### src/rtl/vbuf_pkg.sv
// Shared frame geometry and writer state type for the video buffer path.
// The scan column decoder and data mux import the same constants.
package vbuf_pkg;

    localparam int FRAME_COLS = 8;
    localparam int COL_BITS   = 8;
    localparam int VBUF_W     = 64;
    localparam int PTR_W      = 3;

    typedef enum logic {
        FILL    = 1'b0,
        PENDING = 1'b1
    } vbuf_wr_state_t;

    // Returns word with the byte lane of column col replaced by data.
    function automatic logic [VBUF_W-1:0] merge_col(
        input logic [VBUF_W-1:0]   word,
        input logic [PTR_W-1:0]    col,
        input logic [COL_BITS-1:0] data
    );
        logic [VBUF_W-1:0] result;
        result = word;
        result[int'(col)*COL_BITS +: COL_BITS] = data;
        return result;
    endfunction

endpackage

### src/rtl/vbuf_bank.sv
// 64-bit frame register with a byte-lane write by column index and a
// whole-word load; the load takes priority when both are requested.
module vbuf_bank
    import vbuf_pkg::*;
(
    input  logic                clk,
    input  logic                rst,
    input  logic                wr_en_i,
    input  logic [PTR_W-1:0]    wr_col_i,
    input  logic [COL_BITS-1:0] wr_data_i,
    input  logic                load_en_i,
    input  logic [VBUF_W-1:0]   load_data_i,
    output logic [VBUF_W-1:0]   data_o
);

    logic [VBUF_W-1:0] word_q;

    always_ff @(posedge clk) begin
        if (rst) begin
            word_q <= '0;
        end else if (load_en_i) begin
            word_q <= load_data_i;
        end else if (wr_en_i) begin
            word_q <= merge_col(word_q, wr_col_i, wr_data_i);
        end
    end

    assign data_o = word_q;

endmodule

### src/rtl/vbuf_writer.sv
// Assembles 8 column bytes into a back buffer and swaps them into the front
// buffer. VBUF_WRITER_SYNC_SWAP_EN holds swaps until the next scan_wrap.
module vbuf_writer
    import vbuf_pkg::*;
(
    input  logic                clk,
    input  logic                rst,
    input  logic [COL_BITS-1:0] in_data,
    input  logic                in_valid,
    input  logic                in_sof,
    output logic                in_ready,
    input  logic                scan_wrap,
    output logic [VBUF_W-1:0]   vbuf,
    output logic                frame_swapped,
    output logic [PTR_W-1:0]    wr_ptr
);

    logic [PTR_W-1:0]  wr_ptr_q, wr_ptr_d;
    logic [PTR_W-1:0]  wr_col;
    logic              xfer;
    logic              frame_done;
    logic              swap;
    logic              frame_swapped_q;
    logic [VBUF_W-1:0] back_word;
    logic [VBUF_W-1:0] front_word;
    logic [VBUF_W-1:0] front_load_data;

    assign wr_col     = in_sof ? '0 : wr_ptr_q;
    assign xfer       = in_valid && in_ready;
    assign frame_done = xfer && (wr_col == PTR_W'(FRAME_COLS - 1));

    always_comb begin
        wr_ptr_d = wr_ptr_q;
        if (xfer) begin
            wr_ptr_d = wr_col + PTR_W'(1);
        end
    end

    always_ff @(posedge clk) begin
        if (rst) begin
            wr_ptr_q        <= '0;
            frame_swapped_q <= 1'b0;
        end else begin
            wr_ptr_q        <= wr_ptr_d;
            frame_swapped_q <= swap;
        end
    end

`ifdef VBUF_WRITER_SYNC_SWAP_EN
    vbuf_wr_state_t state_q, state_d;

    always_ff @(posedge clk) begin
        if (rst) begin
            state_q <= FILL;
        end else begin
            state_q <= state_d;
        end
    end

    // A wrap coinciding with frame completion is seen while still in FILL,
    // so the swap naturally waits for the following wrap.
    always_comb begin
        state_d = state_q;
        swap    = 1'b0;
        if (state_q == FILL) begin
            if (frame_done) begin
                state_d = PENDING;
            end
        end else begin
            if (scan_wrap) begin
                swap    = 1'b1;
                state_d = FILL;
            end
        end
    end

    assign in_ready        = !rst && (state_q == FILL);
    assign front_load_data = back_word;
`else
    logic unused_scan_wrap;

    assign unused_scan_wrap = scan_wrap;
    assign swap             = frame_done;
    assign in_ready         = !rst;
    // The column-7 byte is still in flight, so merge it into the swapped word.
    assign front_load_data  = merge_col(back_word, wr_col, in_data);
`endif

    vbuf_bank u_back (
        .clk         (clk),
        .rst         (rst),
        .wr_en_i     (xfer),
        .wr_col_i    (wr_col),
        .wr_data_i   (in_data),
        .load_en_i   (1'b0),
        .load_data_i ('0),
        .data_o      (back_word)
    );

    vbuf_bank u_front (
        .clk         (clk),
        .rst         (rst),
        .wr_en_i     (1'b0),
        .wr_col_i    ('0),
        .wr_data_i   ('0),
        .load_en_i   (swap),
        .load_data_i (front_load_data),
        .data_o      (front_word)
    );

    assign vbuf          = front_word;
    assign frame_swapped = frame_swapped_q;
    assign wr_ptr        = wr_ptr_q;

endmodule

### config.mk
export PLATFORM = sky130hd
export DESIGN_NAME = vbuf_writer
export DESIGN_NICKNAME = d
export VERILOG_FILES = /design/src/rtl/vbuf_pkg.sv /design/src/rtl/vbuf_bank.sv /design/src/rtl/vbuf_writer.sv
export SDC_FILE = /design/constraint.sdc
export NUM_CORES = 1
export LEC_CHECK = 0
export ABC_AREA = 1
export BUFFER_PORTS_ARGS = -buffer_cell sky130_fd_sc_hd__buf_4
export CORE_UTILIZATION = 57
export DETAILED_ROUTE_END_ITERATION = 8
export GPL_TIMING_DRIVEN = 0
export MAX_ROUTING_LAYER = met4
export PLACE_DENSITY = 0.83
export SLEW_MARGIN = 20
export SYNTH_ARGS = -nofsm -noshare
export SYNTH_HDL_FRONTEND = slang
export SYNTH_SLANG_ARGS = --single-unit
### constraint.sdc
create_clock -name clk -period 2.9 [get_ports clk]
set_clock_uncertainty 0.15 [all_clocks]
set_input_delay 0.58 -clock clk [delete_from_list [all_inputs] [get_ports clk]]
set_output_delay 0.58 -clock clk [all_outputs]
set_load 0.02 [all_outputs]
==> results.py <==
metrics = {
    "status": {
        "status": "completed",
    },
    "timing": {
        "holdWs_ps": 264,
        "rsz0062_at_grt": "false",
        "fin_setup_tns_ps": 0,
        "setup_violations": 0,
        "period_needed_ps": 2550,
        "relSlewSlack_pct": 55.8,
        "layout_worst_path_cycle_share_pct": 87.8,
        "finalHoldViolations": 0,
        "finalMaxSlewViolations": 0,
        "postLayoutSetupSlackWorst_ps": 354,
        "clock.fmax_mhz": 393,
        "worst_pin_slew_ps": 659,
    },
    "critical_path": {
        "worstSetupEndpointType": "flip-flop",
        "cp_slowest_cell": "sky130_fd_sc_hd__dfxtp_1",
        "critical_path_arrival_ps": 2800,
        "crit_chain": "nand2_4 > ha_1 > ha_1 > buf_6 > inv_4 > clkbuf_1 > o22ai_1 > nand2_1 > o31ai_1",
        "critical_path.max_fanout": 10,
        "timing.critical_path.slowest_cell_delay_ps": 430,
        "worstPathRequired_ps": 3150,
        "most_common_cell_on_crit_path": "sky130_fd_sc_hd__ha_1",
        "startpoint_type": "flip-flop",
        "crit_type": "reg -> reg",
    },
    "placement": {
        "port-buffer-count": 79,
        "placement.setup.worst_slack_ps": 68.8,
        "placed_cells": 990,
        "placement.cell_area_mm2": 0.00659,
        "detailed_place_hpwl_mm": 11.8,
        "routabilityCongestion": 0.907,
    },
    "cells_and_area": {
        "drive_above_1_share_pct": 21.0,
        "final_net_count": 894,
        "layoutNonFillerInstCount": 1018,
        "layout.cells.most_common": "sky130_fd_sc_hd__nand2_1",
        "layout.area.seq_mm2": 0.00264,
        "fill_count": 752,
        "area.growth.synth_to_final_pct": 22.7,
        "insertedDiodeCount": 0,
        "layout.core_utilization_pct": 72.5,
        "final_design_area_no_fill_mm2": 0.00715,
        "mostFrequentLayoutCells": "210 x sky130_fd_sc_hd__nand2_1, 141 x sky130_fd_sc_hd__nand3_1, 132 x sky130_fd_sc_hd__dfxtp_1, 81 x sky130_fd_sc_hd__buf_4, 60 x sky130_fd_sc_hd__inv_1",
        "multi_input_comb_area_mm2": 0.00265,
    },
    "global_routing": {
        "grt_max_degree": 17,
        "grt_util_met2_pct": 52.8,
        "grt_busiest_layer": "met2",
        "groute.usage.overall_pct": 34.7,
        "grtUsageMet1_pct": 40.1,
        "first_global_vias": 5599,
        "grt_util_met3_pct": 9.42,
        "grt_antenna_before_repair": 0,
        "overflow": 0,
        "grt_first_pass_wirelength_mm": 26.6,
    },
    "clocking": {
        "cts-resized-gates": 0,
        "insertion_delay_ps": 530,
        "clkSlewWorstSetupHoldPaths_ps": 60,
        "clock_tree.buffer_depth": 2,
        "postCtsSetupBuffers": 0,
        "clockRootBuffer": "sky130_fd_sc_hd__clkbuf_8",
        "cts_made_buffers": 17,
        "holdBufCountCts": 0,
        "htree_num_levels": 4,
        "clock_sinks": 132,
        "cts_tree": "done",
    },
    "synthesis": {
        "yosys.cell_types.count": 32,
        "synth-seq-area-share_pct": 45.3,
        "postSynthRegisterBits": 132,
        "avgSynthCellArea_um2": 7.49,
        "post_synthesis_cell_area_mm2": 0.00583,
        "syn-num-nets": 796,
        "yosys_warns": 0,
        "synth_cells": 778,
    },
    "power_and_ir_drop": {
        "ir_worst_vdd_v": 0.000324,
        "power.density_mw_per_mm2": 601,
        "power.static_leakage_nw": 3.46,
        "design_power_total_mw": 4.30,
    },
    "drt": {
        "route.final.wire_length_mm": 16.8,
        "vias": 5803,
        "first_pass_iters": 5,
        "wire_per_inst_um": 16.5,
        "detail_route.drc_violations": 0,
        "drt_iter0_drc": 456,
        "detail-route-antenna-nets": 0,
        "via_per_inst": 5.70,
    },
    "min_path": {
        "hold_class": "in -> reg",
    },
    "die": {
        "design.portCount": 82,
        "floorplan.initialDensity_pct": 59.1,
        "floorplan.die_area_mm2": 0.0106,
        "die_h_um": 103,
        "fp_rows": 36,
        "dieWidth_um": 103,
        "core_region_area_mm2": 0.00986,
    },
    "run": {
        "timing.max_cap.violations": 0,
    },
}
layout make-up:
| class | instances | share of cell area (%) |
|---|---|---|
| Inverter | 71 | 3.76 |
| Sequential cell | 132 | 36.9 |
| Multi-Input combinational cell | 525 | 37.1 |
| Clock inverter | 4 | 1.01 |
| Tap cell | 133 | 2.33 |
| Buffer | 50 | 3.71 |
| Timing Repair Buffer | 79 | 8.29 |
| Clock buffer | 24 | 6.86 |
state kept, by name, indices dropped and copies added (netlist names):
register        flops
frame_swapped       1
u_back.data_o      64
wr_ptr              3
u_front.data_o     64
cells in the mapped netlist:
cell type / count / area [um^2]
sky130_fd_sc_hd__nor2_2: 1 / 6.26
sky130_fd_sc_hd__nand3_2: 1 / 10.0
sky130_fd_sc_hd__a21oi_1: 14 / 70.1
sky130_fd_sc_hd__buf_6: 5 / 56.3
sky130_fd_sc_hd__nand2_1: 210 / 788
sky130_fd_sc_hd__o21ai_0: 20 / 100
sky130_fd_sc_hd__inv_1: 60 / 225
sky130_fd_sc_hd__nor2_4: 5 / 56.3
sky130_fd_sc_hd__o21ai_2: 26 / 228
sky130_fd_sc_hd__o21a_1: 1 / 7.51
sky130_fd_sc_hd__buf_12: 1 / 20.0
sky130_fd_sc_hd__nand3_4: 3 / 52.6
sky130_fd_sc_hd__nand2_2: 5 / 31.3
sky130_fd_sc_hd__o22ai_1: 12 / 75.1
sky130_fd_sc_hd__nor3_4: 2 / 32.5
sky130_fd_sc_hd__dfxtp_1: 132 / 2640
sky130_fd_sc_hd__clkbuf_1: 24 / 90.1
sky130_fd_sc_hd__clkbuf_2: 1 / 5.00
sky130_fd_sc_hd__nand3_1: 141 / 706
sky130_fd_sc_hd__ha_1: 5 / 62.6
sky130_fd_sc_hd__nand4_2: 2 / 25.0
sky130_fd_sc_hd__o31ai_1: 10 / 75.1
sky130_fd_sc_hd__nor3_1: 8 / 40.0
sky130_fd_sc_hd__inv_4: 1 / 6.26
sky130_fd_sc_hd__o21ai_1: 21 / 105
sky130_fd_sc_hd__nor2_1: 34 / 128
sky130_fd_sc_hd__inv_2: 10 / 37.5
sky130_fd_sc_hd__nor2_8: 1 / 20.0
sky130_fd_sc_hd__buf_1: 5 / 18.8
sky130_fd_sc_hd__nand2_4: 3 / 33.8
sky130_fd_sc_hd__buf_4: 2 / 15.0
sky130_fd_sc_hd__buf_2: 12 / 60.1
kinds of logic after synthesis:
family	count (synthesis)	synth area share, %
and+or+nand+nor	416	33.1
AOI/OAI and AO/OA	104	11.3
adders and majority gates	5	1.07
DFF	132	45.3
buffers and inverters	121	9.17
worst paths after layout:
check                             startpoint                               to  slack (ps)  depth (start not counted)
max                   wr_ptr[0]$_SDFFE_PP0P_   u_back.data_o[26]$_SDFFE_PP0P_         350                          9
min                                      rst   u_back.data_o[28]$_SDFFE_PP0P_         260                          4
max reg2reg           wr_ptr[0]$_SDFFE_PP0P_   u_back.data_o[26]$_SDFFE_PP0P_         350                          9
min reg2reg  u_front.data_o[19]$_SDFFE_PP0P_  u_front.data_o[19]$_SDFFE_PP0P_         320                          2
power by group:
| part | internal (mW) | total [mW] | switching [mW] |
|---|---|---|---|
| Combinational | 0.106 | 0.378 | 0.272 |
| Sequential | 1.85 | 1.86 | 0.0176 |
| Clock | 1.32 | 2.06 | 0.743 |
| Total | 3.27 | 4.30 | 1.03 |
worst max-delay path: cells and delay by family, from the launching register on:
family / cells / cell delay (ps)
buffers and inverters: 3 / 690
AO/OA/AOI/OAI: 2 / 290
AND/OR/NAND/NOR: 2 / 280
flip-flops: 1 / 430
adder cells (fa/ha/maj): 2 / 570
per-layer routing:
| layer | share of wire [%] | wire, um |
|---|---|---|
| met5 | 0 | 0 |
| met2 | 47 | 7850 |
| met1 | 40 | 6770 |
| met3 | 8.0 | 1350 |
| met4 | 5.0 | 842 |
(Power assumes the default switching activity.)
